`src/rtl/cdb_types_pkg.sv`:
```
// Shared CDB types: core widths and the broadcast packet carried on the common data bus.
package cdb_types;

  localparam int CDB_XLEN      = 32;
  localparam int CDB_TAG_WIDTH = 4;
  localparam int CDB_BUF_SIZE  = 16;
  localparam int CDB_N_REQ     = 3;

  typedef struct packed {
    logic [CDB_XLEN-1:0]      data;
    logic [CDB_TAG_WIDTH-1:0] rob_tag;
    logic                     exception;
    logic                     branch_mispredict;
  } cdb_packet_t;

  // Pointer width that stays legal for a single requester.
  function automatic int ptr_width(input int n);
    return (n > 1) ? $clog2(n) : 1;
  endfunction

endpackage

```
`src/rtl/cdb_arbiter_rr_picker.sv`:
```
// Combinational round-robin picker: first set bit of req_mask at or after ptr, wrapping.
module rr_picker #(
  parameter int N_REQ = 3,
  parameter int PW    = 2
) (
  input  logic [N_REQ-1:0] req_mask,
  input  logic [PW-1:0]    ptr,
  output logic [N_REQ-1:0] winner,
  output logic             any_valid
);

  // Scan offsets 0..N_REQ-1 from ptr; each offset maps to exactly one requester.
  always_comb begin
    winner    = '0;
    any_valid = 1'b0;
    for (int k = 0; k < N_REQ; k++) begin
      for (int i = 0; i < N_REQ; i++) begin
        if (!any_valid && req_mask[i] &&
            ((int'(ptr) + k == i) || (int'(ptr) + k == i + N_REQ))) begin
          winner[i] = 1'b1;
          any_valid = 1'b1;
        end
      end
    end
  end

endmodule

```
`src/rtl/cdb_arbiter.sv`:
```
// Common data bus arbiter: round-robin over result producers, one registered
// broadcast per cycle, one cycle after the handshake.
// Optional feature macro CDB_FLUSH_FILTER_EN: requests targeting flushed ROB
// entries are accepted and dropped without a broadcast or pointer movement.
// XLEN/TAG_WIDTH are expected to match the cdb_types packet widths.
module cdb_arbiter
  import cdb_types::*;
#(
  parameter int XLEN      = CDB_XLEN,
  parameter int TAG_WIDTH = CDB_TAG_WIDTH,
  parameter int BUF_SIZE  = CDB_BUF_SIZE,
  parameter int N_REQ     = CDB_N_REQ
) (
  input  logic                           clk,
  input  logic                           reset,
  input  logic [N_REQ-1:0]               req_valid,
  output logic [N_REQ-1:0]               req_ready,
  input  logic [N_REQ-1:0][XLEN-1:0]     req_data,
  input  logic [N_REQ-1:0][TAG_WIDTH-1:0] req_rob_tag,
  input  logic [N_REQ-1:0]               req_exception,
  input  logic [N_REQ-1:0]               req_branch_mispredict,
  input  logic [BUF_SIZE-1:0]            flush,
  output logic                           cdb_valid,
  output logic [XLEN-1:0]                cdb_data,
  output logic [TAG_WIDTH-1:0]           cdb_rob_tag,
  output logic                           cdb_exception,
  output logic                           cdb_branch_mispredict,
  output logic [N_REQ-1:0]               grant
);

  localparam int PW = ptr_width(N_REQ);

  logic [PW-1:0]    rr_ptr;
  logic [PW-1:0]    win_idx;
  logic [PW-1:0]    next_ptr;
  logic [N_REQ-1:0] drop_mask;
  logic [N_REQ-1:0] scan_mask;
  logic [N_REQ-1:0] win_onehot;
  logic             any_win;
  cdb_packet_t      win_pkt;
  cdb_packet_t      cdb_q;

`ifdef CDB_FLUSH_FILTER_EN
  // Results for flushed ROB entries are consumed here and never reach the bus.
  always_comb begin
    drop_mask = '0;
    for (int i = 0; i < N_REQ; i++) begin
      drop_mask[i] = req_valid[i] & flush[req_rob_tag[i]];
    end
  end
`else
  // Without filtering, flushed results are broadcast and the ROB discards them.
  logic unused_flush;
  assign unused_flush = ^flush;
  assign drop_mask    = '0;
`endif

  assign scan_mask = req_valid & ~drop_mask;

  rr_picker #(
    .N_REQ (N_REQ),
    .PW    (PW)
  ) u_picker (
    .req_mask  (scan_mask),
    .ptr       (rr_ptr),
    .winner    (win_onehot),
    .any_valid (any_win)
  );

  // No handshakes are offered while reset is held.
  assign req_ready = reset ? '0 : (win_onehot | drop_mask);

  // Mux the winning requester's payload and index out of the one-hot grant.
  always_comb begin
    win_pkt = '0;
    win_idx = '0;
    for (int i = 0; i < N_REQ; i++) begin
      if (win_onehot[i]) begin
        win_pkt.data              = req_data[i];
        win_pkt.rob_tag           = req_rob_tag[i];
        win_pkt.exception         = req_exception[i];
        win_pkt.branch_mispredict = req_branch_mispredict[i];
        win_idx                   = PW'(i);
      end
    end
  end

  assign next_ptr = (win_idx == PW'(N_REQ - 1)) ? '0 : win_idx + PW'(1);

  // Broadcast stage and round-robin pointer; idle cycles clear the payload.
  always_ff @(posedge clk or posedge reset) begin
    if (reset) begin
      cdb_q     <= '0;
      cdb_valid <= 1'b0;
      grant     <= '0;
      rr_ptr    <= '0;
    end else if (any_win) begin
      cdb_q     <= win_pkt;
      cdb_valid <= 1'b1;
      grant     <= win_onehot;
      rr_ptr    <= next_ptr;
    end else begin
      cdb_q     <= '0;
      cdb_valid <= 1'b0;
      grant     <= '0;
    end
  end

  assign cdb_data              = cdb_q.data;
  assign cdb_rob_tag           = cdb_q.rob_tag;
  assign cdb_exception         = cdb_q.exception;
  assign cdb_branch_mispredict = cdb_q.branch_mispredict;

endmodule
```
`config.mk`:
```
export PLATFORM = sky130hd
export DESIGN_NAME = cdb_arbiter
export DESIGN_NICKNAME = d
export VERILOG_FILES = /design/src/rtl/cdb_types_pkg.sv /design/src/rtl/cdb_arbiter_rr_picker.sv /design/src/rtl/cdb_arbiter.sv
export SDC_FILE = /design/constraint.sdc
export NUM_CORES = 1
export LEC_CHECK = 0
export BUFFER_PORTS_ARGS = -buffer_cell sky130_fd_sc_hd__buf_2
export CAP_MARGIN = 20
export CORE_UTILIZATION = 30
export DETAILED_ROUTE_END_ITERATION = 16
export GPL_TIMING_DRIVEN = 0
export PLACE_DENSITY = 0.65
export SETUP_SLACK_MARGIN = 0.05
export SYNTH_ARGS = -nofsm -noshare
export SYNTH_HDL_FRONTEND = slang
export SYNTH_SLANG_ARGS = --single-unit
```
`constraint.sdc`:
```
create_clock -name clk -period 2.12 [get_ports clk]
set_clock_uncertainty 0.2 [all_clocks]
set_input_delay 0.212 -clock clk [delete_from_list [all_inputs] [get_ports clk]]
set_output_delay 0.212 -clock clk [all_outputs]
set_load 0.01 [all_outputs]
```
==> impl_metrics.json, run 1 <==
{
  "relSlewSlack_pct": 45.9,
  "synth_area_leaders": "dfrtp_1 47%, a21oi_2 15%, o21ai_0 8.2%",
  "viasPerCell": 4.93,
  "yosys_warnings": 0,
  "placed_cell_area_um2": 3280,
  "peakVddDrop_v": 0.000574,
  "die_w_um": 90.0,
  "hp-start": "req_data[21]",
  "timing.rr.end": "cdb_data[17]",
  "violations": "hold timing, setup timing",
  "drtPass1Iterations": 4,
  "design_area_um2": 4740,
  "die-area_um2": 8110,
  "synth-edff-count": 0,
  "cp-end-kind": "output pin",
  "crit_arrival_ns": 1.91,
  "layout-drive-gt1-share_pct": 56.3,
  "clockBufferDepth": 2,
  "worst_slack_ns": -0.201,
  "synth.top_cell.area_share_pct": 47.4,
  "async_reset_ff_share_pct": 100,
  "syn_area_per_cell_um2": 9.53,
  "reg2reg_depth": 11,
  "final_core_utilization_pct": 64.3,
  "ff2ff_setup_slack_ns": -0.12,
  "fin_nets": 640,
  "worstMarginPinSlew_ns": 0.809,
  "wl_um": 10000,
  "syn-num-nets": 381,
  "critPathSlowestCell": "dfrtp_1",
  "insertion_delay_ns": 0.30,
  "worst_ep_required_time_ns": 1.71,
  "cts_made_buffers": 5,
  "min_period_over_period_pct": 109,
  "synth.cells.most_frequent": "44 x dfrtp_1, 40 x a21oi_2, 38 x o21ai_0, 37 x nand3_1, 36 x a21oi_1",
  "io-pin-count": 180,
  "drc": 0,
  "dp_hpwl_um": 5800,
  "grt_pass1_vias": 3176,
  "std_cell_rows": 31,
  "grt_pass1_wl_um": 15300,
  "fin_crit_ns": 2.32,
  "num_antenna_cells": 0,
  "synth.most_common_cell": "dfrtp_1",
  "area_growth_pct": 104,
  "netlist_instances": 244,
  "grt_usage_pct": 23.9,
  "ys_seq_elements": 44,
  "status": "complete, but fails checks",
  "die_y_um": 90.0,
  "placed_cells": 506,
  "syn-cell-area_um2": 2320,
  "cts.clk_slew.worst_paths_ns": 0.10,
  "p_leak_uw": 0.00219,
  "maxCapViolCount": 0,
  "overflow": 0,
  "fill_cells": 615,
  "rsz0062_at_grt": "yes",
  "cts_root_buf": "clkbuf_8",
  "fmax_mhz": 431,
  "place.gp.congestion": 0.784,
  "numPortBuffers": 162,
  "r2r_start": "rr_ptr[0]",
  "cts_num_sinks": 44,
  "drt-initial-drc-count": 101,
  "start_kind": "flip-flop",
  "slowest_delay_ns": 0.41,
  "vias": 2972,
  "core_um2": 7370,
  "start_util_pct": 31.5,
  "slew_viol_final": 0,
  "htreeDepth": 2,
  "routedWlPerCell_um": 16.6,
  "synth_top_area_cell": "dfrtp_1",
  "fin_hold_ws_ns": -0.00703,
  "crit_chain": "buf_4 > ha_4 > or2_1 > a32o_2 > buf_6 > and2_1 > buf_2",
  "cp_max_fo": 4,
  "hold_viol": 1,
  "hold_end": "cdb_data[21]",
  "layout.cells.non_filler": 603,
  "drtAntennaViolNets": 0,
  "holdPathStages": 3,
  "criticalPathCategory": "flip-flop to output pin",
  "synth_top_flop_cell": "dfrtp_1",
  "p_per_area_nw_per_um2": 1320,
  "synthDistinctLibCells": 26,
  "finalSetupViolations": 35,
  "min_path_type": "input port to flip-flop",
  "antenna_found_initial": 0,
  "cts_tree": "yes",
  "grt_max_degree": 17,
  "seq_area_frac_synth_pct": 47.4
}
==> kinds of logic (layout without fill, tap and decap cells) <==
kind of cell,Yosys count,count (layout),synth area share (%)
AOI/OAI and AO/OA,122,122,35.0
and+or+nand+nor,46,46,9.85
DFF,44,44,47.4
buffers and inverters,30,290,6.73
adders and majority gates,2,2,1.08
==> stage by stage <==
step | worst slack, ns | total power, µW | TNS (ns)
2_1_floorplan | 0.0544 | 3320 | 0
3_3_place_gp | -0.385 | 4200 | -5.49
4_1_cts | -0.202 | 5920 | -0.465
5_1_grt | -0.266 | 6640 | -6.20
6_report | -0.201 | 6250 | -3.46
3_5_place_dp | -0.352 | 4270 | -3.67
==> worst max-delay path, delay by kind of cell, from the launching register on <==
family / cells / cell delay [ns]
flops: 1 / 0.41
buf+inv: 3 / 0.40
simple gates: 2 / 0.36
compound gates: 1 / 0.26
fa+ha+maj: 1 / 0.16
==> where the power goes <==
| part | leakage, µW | switching (µW) | internal (µW) |
|---|---|---|---|
| clock network | 0.0000404 | 316 | 234 |
| registers | 0.000571 | 91.9 | 1170 |
| logic | 0.00158 | 2380 | 2060 |
==> worst max path at each step <==
stage                    from            to  slack (ns)
finish              rr_ptr[0]  req_ready[0]       -0.20
global route        rr_ptr[0]  req_ready[1]       -0.27
CTS                 rr_ptr[0]  req_ready[0]       -0.20
detailed placement  rr_ptr[0]  req_ready[1]       -0.35
global placement        reset  req_ready[0]       -0.38
floorplan           rr_ptr[0]  req_ready[1]        0.05
==> final cells by class <==
class                      instances  area (µm²)  area share [%]
sequential                        44        1100            23.2
inverter                           5        26.3           0.554
tap                               99         124            2.61
clock inverter                     3        23.8           0.501
clock buffer                       5        68.8            1.45
timing repair buffer             254        1790            37.7
buffer                            23         223            4.70
multi-input combinational        170        1390            29.3
==> routing by layer <==
metal / track usage [%] / vias to the layer above / part of all wire (%)
met2: 45.6 / 126 / 54
met1: 27.0 / 1436 / 40
li1: - / 1397 / -
met3: 4.65 / 13 / 5.2
met4: 6.05 / 0 / 1.0
met5: 0 / - / 0
==> cell usage in the layout, fill, tap and decap left out, types with 5 or more instances in the layout <==
cell type      count
dlygate4sd3_1     70
a21oi_1           12
dfrtp_1           44
a21oi_4           26
buf_12             7
buf_2            164
buf_6              7
a21oi_2           38
buf_4             12
o21ai_0           38
clkbuf_8           5
nand3_1           37
==> timing repair <==
action                                 CTS  global route
pin swaps                               31             9
resized for setup                       72            32
endpoints found under the hold margin   66             6
gates cloned                             2             1
buffers inserted                        16             3
setup endpoints to repair               36            41
hold buffers                            64             6
==> sequential cells by signal, indices dropped and copies added, names as in the netlist <==
name / cells
grant: 3
cdb_exception: 1
cdb_data: 32
cdb_valid: 1
cdb_branch_mispredict: 1
cdb_rob_tag: 4
rr_ptr: 2
No activity file was read; power rests on OpenSTA's default activity.
==> inputs of run 2 (changes only) <==
--- a/config.mk
+++ b/config.mk
@@ -5,12 +5,11 @@
 export SDC_FILE = /design/constraint.sdc
 export NUM_CORES = 1
 export LEC_CHECK = 0
-export BUFFER_PORTS_ARGS = -buffer_cell sky130_fd_sc_hd__buf_2
 export CAP_MARGIN = 20
 export CORE_UTILIZATION = 30
 export DETAILED_ROUTE_END_ITERATION = 16
-export GPL_TIMING_DRIVEN = 0
-export PLACE_DENSITY = 0.65
+export DONT_BUFFER_PORTS = 1
+export PLACE_DENSITY = 0.44
 export SETUP_SLACK_MARGIN = 0.05
 export SYNTH_ARGS = -nofsm -noshare
 export SYNTH_HDL_FRONTEND = slang
==> impl_metrics.json, run 2 <==
{
  "ys_seq_elements": 44,
  "cts_num_sinks": 44,
  "syn-num-nets": 381,
  "syn-cell-area_um2": 2320,
  "numPortBuffers": 0,
  "synth_top_flop_cell": "dfrtp_1",
  "die_y_um": 90.0,
  "async_reset_ff_share_pct": 100,
  "firstError": "[ERROR RSZ-0060] Max buffer count reached.",
  "io-pin-count": 180,
  "cts_root_buf": "clkbuf_8",
  "die_w_um": 90.0,
  "synth_area_leaders": "dfrtp_1 47%, a21oi_2 15%, o21ai_0 8.2%",
  "htreeDepth": 2,
  "status": "stopped before the end",
  "lastStage": "clock tree synthesis",
  "synth-edff-count": 0,
  "ctsResizeCount": 16,
  "syn_area_per_cell_um2": 9.53,
  "synthDistinctLibCells": 26,
  "clockBufferDepth": 2,
  "start_util_pct": 31.5,
  "cts_made_buffers": 5,
  "place.gp.congestion": 0.757,
  "std_cell_rows": 31,
  "synth_top_area_cell": "dfrtp_1",
  "synth.most_common_cell": "dfrtp_1",
  "synth.cells.most_frequent": "44 x dfrtp_1, 40 x a21oi_2, 38 x o21ai_0, 37 x nand3_1, 36 x a21oi_1",
  "yosys_warnings": 0,
  "dp_hpwl_um": 4580,
  "netlist_instances": 244,
  "cts_setup_buffers": 4,
  "ctsHoldBuffers": 101,
  "seq_area_frac_synth_pct": 47.4,
  "synth.top_cell.area_share_pct": 47.4
}
==> run 2: kinds of logic after synthesis <==
| kind of cell | Yosys count | share of synthesized area (%) |
|---|---|---|
| fa+ha+maj | 2 | 1.08 |
| flops | 44 | 47.4 |
| buf+inv | 30 | 6.73 |
| compound gates | 122 | 35.0 |
| simple gates | 46 | 9.85 |
==> run 2: per-stage QoR <==
step           instance area (µm²)  hold WS, ns  setup slack (ns)  utilization [%]  std cells
3_5_place_dp                  2470      -0.0276            0.0436             33.5        332
3_3_place_gp                  2470      -0.0326            0.0671             33.5        332
2_1_floorplan                 2320        0.167            0.0544                -        244
==> inputs of run 3 (changes only) <==
--- a/config.mk
+++ b/config.mk
@@ -6,11 +6,10 @@
 export NUM_CORES = 1
 export LEC_CHECK = 0
 export CAP_MARGIN = 20
-export CORE_UTILIZATION = 30
+export CORE_UTILIZATION = 20
 export DETAILED_ROUTE_END_ITERATION = 16
 export DONT_BUFFER_PORTS = 1
-export PLACE_DENSITY = 0.44
-export SETUP_SLACK_MARGIN = 0.05
+export PLACE_DENSITY_LB_ADDON = 0.15
 export SYNTH_ARGS = -nofsm -noshare
 export SYNTH_HDL_FRONTEND = slang
 export SYNTH_SLANG_ARGS = --single-unit
==> constraint.sdc (replaced) <==
create_clock -name clk -period 2.8 [get_ports clk]
set_clock_uncertainty 0.2 [all_clocks]
set_input_delay 0.28 -clock clk [delete_from_list [all_inputs] [get_ports clk]]
set_output_delay 0.28 -clock clk [all_outputs]
set_load 0.01 [all_outputs]
==> impl_metrics.json, run 3 (synthesis gave the netlist of run 1 again) <==
{
  "peakVddDrop_v": 0.000421,
  "drt-initial-drc-count": 89,
  "r2r_start": "rr_ptr[0]",
  "finalSetupViolations": 0,
  "grt_max_degree": 41,
  "cts.clk_slew.worst_paths_ns": 0.07,
  "dp_hpwl_um": 4750,
  "drtAntennaViolNets": 0,
  "die-area_um2": 12100,
  "register_area_um2": 1100,
  "start_kind": "flip-flop",
  "fin_tns_setup_ns": 0,
  "layout-drive-gt1-share_pct": 20.9,
  "clockBufferDepth": 2,
  "holdPathStages": 2,
  "viasPerCell": 4.95,
  "grt_usage_pct": 12.3,
  "cp-end-kind": "output pin",
  "cts_root_buf": "clkbuf_16",
  "fill_cells": 1170,
  "wl_um": 7830,
  "cp_max_fo": 40,
  "p_switching_uw": 1650,
  "fin_crit_ns": 2.51,
  "multi_input_area_um2": 1070,
  "drtPass1Iterations": 4,
  "ff2ff_setup_slack_ns": 0.46,
  "place.gp.congestion": 0.628,
  "hold_end": "cdb_rob_tag[2]",
  "fmax_mhz": 398,
  "numPortBuffers": 0,
  "grt_pass1_wl_um": 11100,
  "crit_arrival_ns": 2.03,
  "cts_made_buffers": 5,
  "maxCapViolCount": 0,
  "rsz0062_at_grt": "no",
  "io-pin-count": 180,
  "mostFrequentLayoutCells": "66 x dlygate4sd3_1, 44 x dfrtp_1, 40 x a21oi_2, 38 x o21ai_0, 37 x nand3_1",
  "std_cell_rows": 39,
  "criticalPathCategory": "flip-flop to output pin",
  "overflow": 0,
  "grt_pass1_vias": 2092,
  "insertion_delay_ns": 0.28,
  "min_period_over_period_pct": 89.8,
  "share_seq_of_total_power_pct": 29.8,
  "vias": 2204,
  "final_common_cell": "dlygate4sd3_1",
  "die_w_um": 110,
  "drc": 0,
  "total_power_uw": 3670,
  "cp-startpoint": "rr_ptr[0]",
  "core_um2": 11400,
  "cts_num_sinks": 44,
  "p_sw_share_pct": 44.9,
  "routedWlPerCell_um": 17.6,
  "min_path_type": "input port to flip-flop",
  "worstMarginPinSlew_ns": 0.955,
  "reg2reg_depth": 7,
  "area_growth_pct": 41.5,
  "hold_viol": 0,
  "fin_nets": 438,
  "status": "complete, no violations",
  "hp-start": "req_rob_tag[10]",
  "start_util_pct": 20.4,
  "die_y_um": 110,
  "htreeDepth": 2,
  "relSlewSlack_pct": 36.2,
  "worst_ep_required_time_ns": 2.32,
  "largest_reg_flops": 32,
  "p_per_area_nw_per_um2": 1120,
  "final_core_utilization_pct": 28.9,
  "internal_power_uw": 2020,
  "p_leak_uw": 0.00127,
  "cts_tree": "yes",
  "num_antenna_cells": 0,
  "timing.rr.end": "cdb_data[21]",
  "power_frac_comb_pct": 51.4,
  "antenna_found_initial": 0,
  "power_frac_clock_pct": 18.7,
  "slew_viol_final": 0
}
-- run 3: area by class of cell --
cell class / instances / area share, %
flip-flops and latches: 44 / 33.5
well taps: 143 / 5.44
repair buffers: 75 / 22.9
inverters: 5 / 0.571
clock buffers: 5 / 3.80
multi-input cells: 170 / 32.5
clock inverters: 3 / 1.29
-- run 3: worst max path at each step --
stage | end | slack, ns
6_report | req_ready[2] | 0.29
5_1_grt | req_ready[2] | 0.12
4_1_cts | req_ready[1] | 0.09
3_5_place_dp | req_ready[1] | 0.39
3_3_place_gp | cdb_data[24] | 0.43
2_1_floorplan | req_ready[1] | 0.67
-- run 3: layer usage --
layer | routed length, µm | GRT usage (%)
met3 | 599 | 2.79
met2 | 3940 | 22.2
met4 | 31 | 2.95
met1 | 3260 | 14.5
met5 | 0 | 0
-- run 3: power by group through the flow --
stage	clock network [µW]	registers (µW)	logic [µW]
3_3_place_gp	0	1120	1820
5_1_grt	737	1130	2130
4_1_cts	717	1100	1920
2_1_floorplan	0	1080	1440
3_5_place_dp	0	1110	1830
6_report	688	1100	1890
-- run 3: worst max-delay path, stage by stage, from the launching register on --
cell	delay, ns
dfrtp_1	0.35
inv_1	0.06
ha_1	0.36
o21ba_4	0.25
o2111ai_4	0.19
buf_4	0.40
nor2_1	0.14
-- run 3: stage by stage --
step / hold WS (ns) / instances / worst slack (ns) / instance area (µm²)
after floorplan: 0.235 / 244 / 0.666 / 2320
after global routing: 0.0134 / 445 / 0.124 / 3290
after detailed placement: 0.0280 / 370 / 0.395 / 2440
after global placement: 0.0187 / 370 / 0.435 / 2440
final: 0.00537 / 445 / 0.286 / 3290
after CTS: 0.000654 / 444 / 0.0855 / 3280
-- run 3: what timing repair did --
action | 4_1_cts | 5_1_grt
setup endpoints to repair | 0 | 1
gates resized for setup | 0 | 1
setup buffers | 0 | 0
endpoints found under the hold margin | 59 | 1
hold buffers | 66 | 1
==> inputs of run 4 (changes only) <==
--- a/config.mk
+++ b/config.mk
@@ -5,8 +5,8 @@
 export SDC_FILE = /design/constraint.sdc
 export NUM_CORES = 1
 export LEC_CHECK = 0
-export CAP_MARGIN = 20
-export CORE_UTILIZATION = 20
+export CAP_MARGIN = 15
+export CORE_UTILIZATION = 45
 export DETAILED_ROUTE_END_ITERATION = 16
 export DONT_BUFFER_PORTS = 1
 export PLACE_DENSITY_LB_ADDON = 0.15
==> impl_metrics.json, run 4 (synthesis gave the netlist of run 1 again) <==
{
  "overflow": 0,
  "finalSetupViolations": 0,
  "timing.rr.end": "cdb_data[19]",
  "criticalPathCategory": "flip-flop to flip-flop",
  "peakVddDrop_v": 0.000547,
  "grt_usage_pct": 24.8,
  "grt_pass1_wl_um": 10200,
  "cp-startpoint": "rr_ptr[0]",
  "hold_end": "cdb_data[21]",
  "status": "complete, no violations",
  "drc": 0,
  "insertion_delay_ns": 0.29,
  "antenna_found_initial": 0,
  "grt_max_degree": 41,
  "numPortBuffers": 0,
  "htreeDepth": 2,
  "cts_num_sinks": 44,
  "cts_tree": "yes",
  "mostFrequentLayoutCells": "81 x dlygate4sd3_1, 44 x dfrtp_1, 40 x a21oi_2, 38 x o21ai_0, 37 x nand3_1",
  "worst_slack_ns": 0.150,
  "worstMarginPinSlew_ns": 0.535,
  "std_cell_rows": 25,
  "final_common_cell": "dlygate4sd3_1",
  "cts_root_buf": "clkbuf_8",
  "fin_crit_ns": 2.65,
  "drt-initial-drc-count": 98,
  "rsz0062_at_grt": "no",
  "p_switching_uw": 1570,
  "slew_viol_final": 0,
  "ff2ff_setup_slack_ns": 0.15,
  "cp-end-kind": "flip-flop",
  "core_um2": 4850,
  "holdPathStages": 2,
  "drtAntennaViolNets": 0,
  "largest_reg_flops": 32,
  "min_period_over_period_pct": 94.7,
  "cts.clk_slew.worst_paths_ns": 0.08,
  "die_y_um": 73.9,
  "fin_nets": 453,
  "crit_arrival_ns": 2.68,
  "reg2reg_depth": 8,
  "die-area_um2": 5460,
  "p_leak_uw": 0.00132,
  "hold_viol": 0,
  "area_growth_pct": 40.3,
  "drtPass1Iterations": 4,
  "min_path_type": "input port to flip-flop",
  "wl_um": 6840,
  "internal_power_uw": 1930,
  "place.gp.congestion": 0.734,
  "relSlewSlack_pct": 64.3,
  "vias": 2226,
  "dp_hpwl_um": 3830,
  "die_w_um": 73.9,
  "routedWlPerCell_um": 17.8,
  "viasPerCell": 5.81,
  "r2r_start": "rr_ptr[0]",
  "worst_ep_required_time_ns": 2.83,
  "dp_slack_ns": 0.429,
  "clockBufferDepth": 2,
  "io-pin-count": 180,
  "p_per_area_nw_per_um2": 1080,
  "cts_made_buffers": 5,
  "start_kind": "flip-flop",
  "fin_tns_setup_ns": 0,
  "cp_max_fo": 40,
  "cts_setup_buffers": 0,
  "power_frac_comb_pct": 58.2,
  "fmax_mhz": 377,
  "grt_pass1_vias": 2171,
  "power_frac_clock_pct": 10.4,
  "maxCapViolCount": 0,
  "p_sw_share_pct": 44.9,
  "start_util_pct": 47.9,
  "layout-drive-gt1-share_pct": 19.6,
  "share_seq_of_total_power_pct": 31.3,
  "hp-start": "req_data[85]",
  "num_antenna_cells": 0
}
==> run 4: changes by cell type in the layout (fill, tap and decap cells not counted), sizes merged <==
cell	previous run	this run
dlygate4sd3	66	81
bufinv	1	0
clkbuf	5	6
clkinvlp	1	0
==> run 4: worst max-delay path: stages, from the launching register on <==
cell,delay [ns]
dfrtp_1,0.36
inv_1,0.06
ha_1,0.36
o21ba_4,0.25
o2111ai_4,0.23
buf_6,0.30
o21ai_0,0.14
a21oi_2,0.13
dlygate4sd3_1,0.56
==> run 4: power by group through the flow <==
stage	logic (µW)	registers, µW	clock network (µW)
3_3_place_gp	1710	1110	0
2_1_floorplan	1440	1080	0
5_1_grt	2260	1120	411
6_report	2040	1100	367
4_1_cts	2020	1100	385
3_5_place_dp	1740	1110	0
==> run 4: worst max path at each step <==
stage                         endpoint  slack (ns)  cells after the start
after CTS                 cdb_data[13]        0.02                      8
after detailed placement  cdb_data[26]        0.43                      7
final                     cdb_data[19]        0.15                      8
after floorplan           req_ready[1]        0.67                      8
after global routing      cdb_data[19]       0.007                      8
after global placement    cdb_data[26]        0.46                      7
==> run 4: layout make-up <==
cell class                 count  area (µm²)
clock inverter                 1        5.00
sequential                    44        1100
timing repair buffer          90         907
clock buffer                   6        72.6
multi-input combinational    170        1070
inverter                       5        21.3
fill                         382        1590
tap                           67        83.8
==> run 4: layer usage <==
| metal | vias to the layer above | part of all wire (%) | track usage (%) | routed length (µm) |
|---|---|---|---|---|
| li1 | 1016 | - | - | - |
| met2 | 124 | 50 | 44.3 | 3450 |
| met1 | 1073 | 39 | 27.7 | 2680 |
| met4 | 0 | 1.9 | 9.62 | 132 |
| met3 | 13 | 8.3 | 6.86 | 570 |
| met5 | - | 0 | 0 | 0 |
==> run 4: through the flow <==
stage / instance area [µm²] / utilization, % / hold WS [ns] / power, µW / cells
after floorplan: 2320 / - / 0.235 / 2520 / 244
final: 3260 / 67.3 / 0.00494 / 3510 / 383
after global routing: 3260 / 67.3 / 0.00161 / 3790 / 383
after global placement: 2340 / 48.4 / 0.0153 / 2820 / 294
after CTS: 3240 / 66.9 / 0.000369 / 3500 / 382
after detailed placement: 2340 / 48.4 / 0.0114 / 2850 / 294
==> run 4: what timing repair did <==
item,4_1_cts,5_1_grt
hold endpoints to repair,61,1
resized for setup,0,5
hold buffers,81,1
endpoints found under the setup margin,0,13
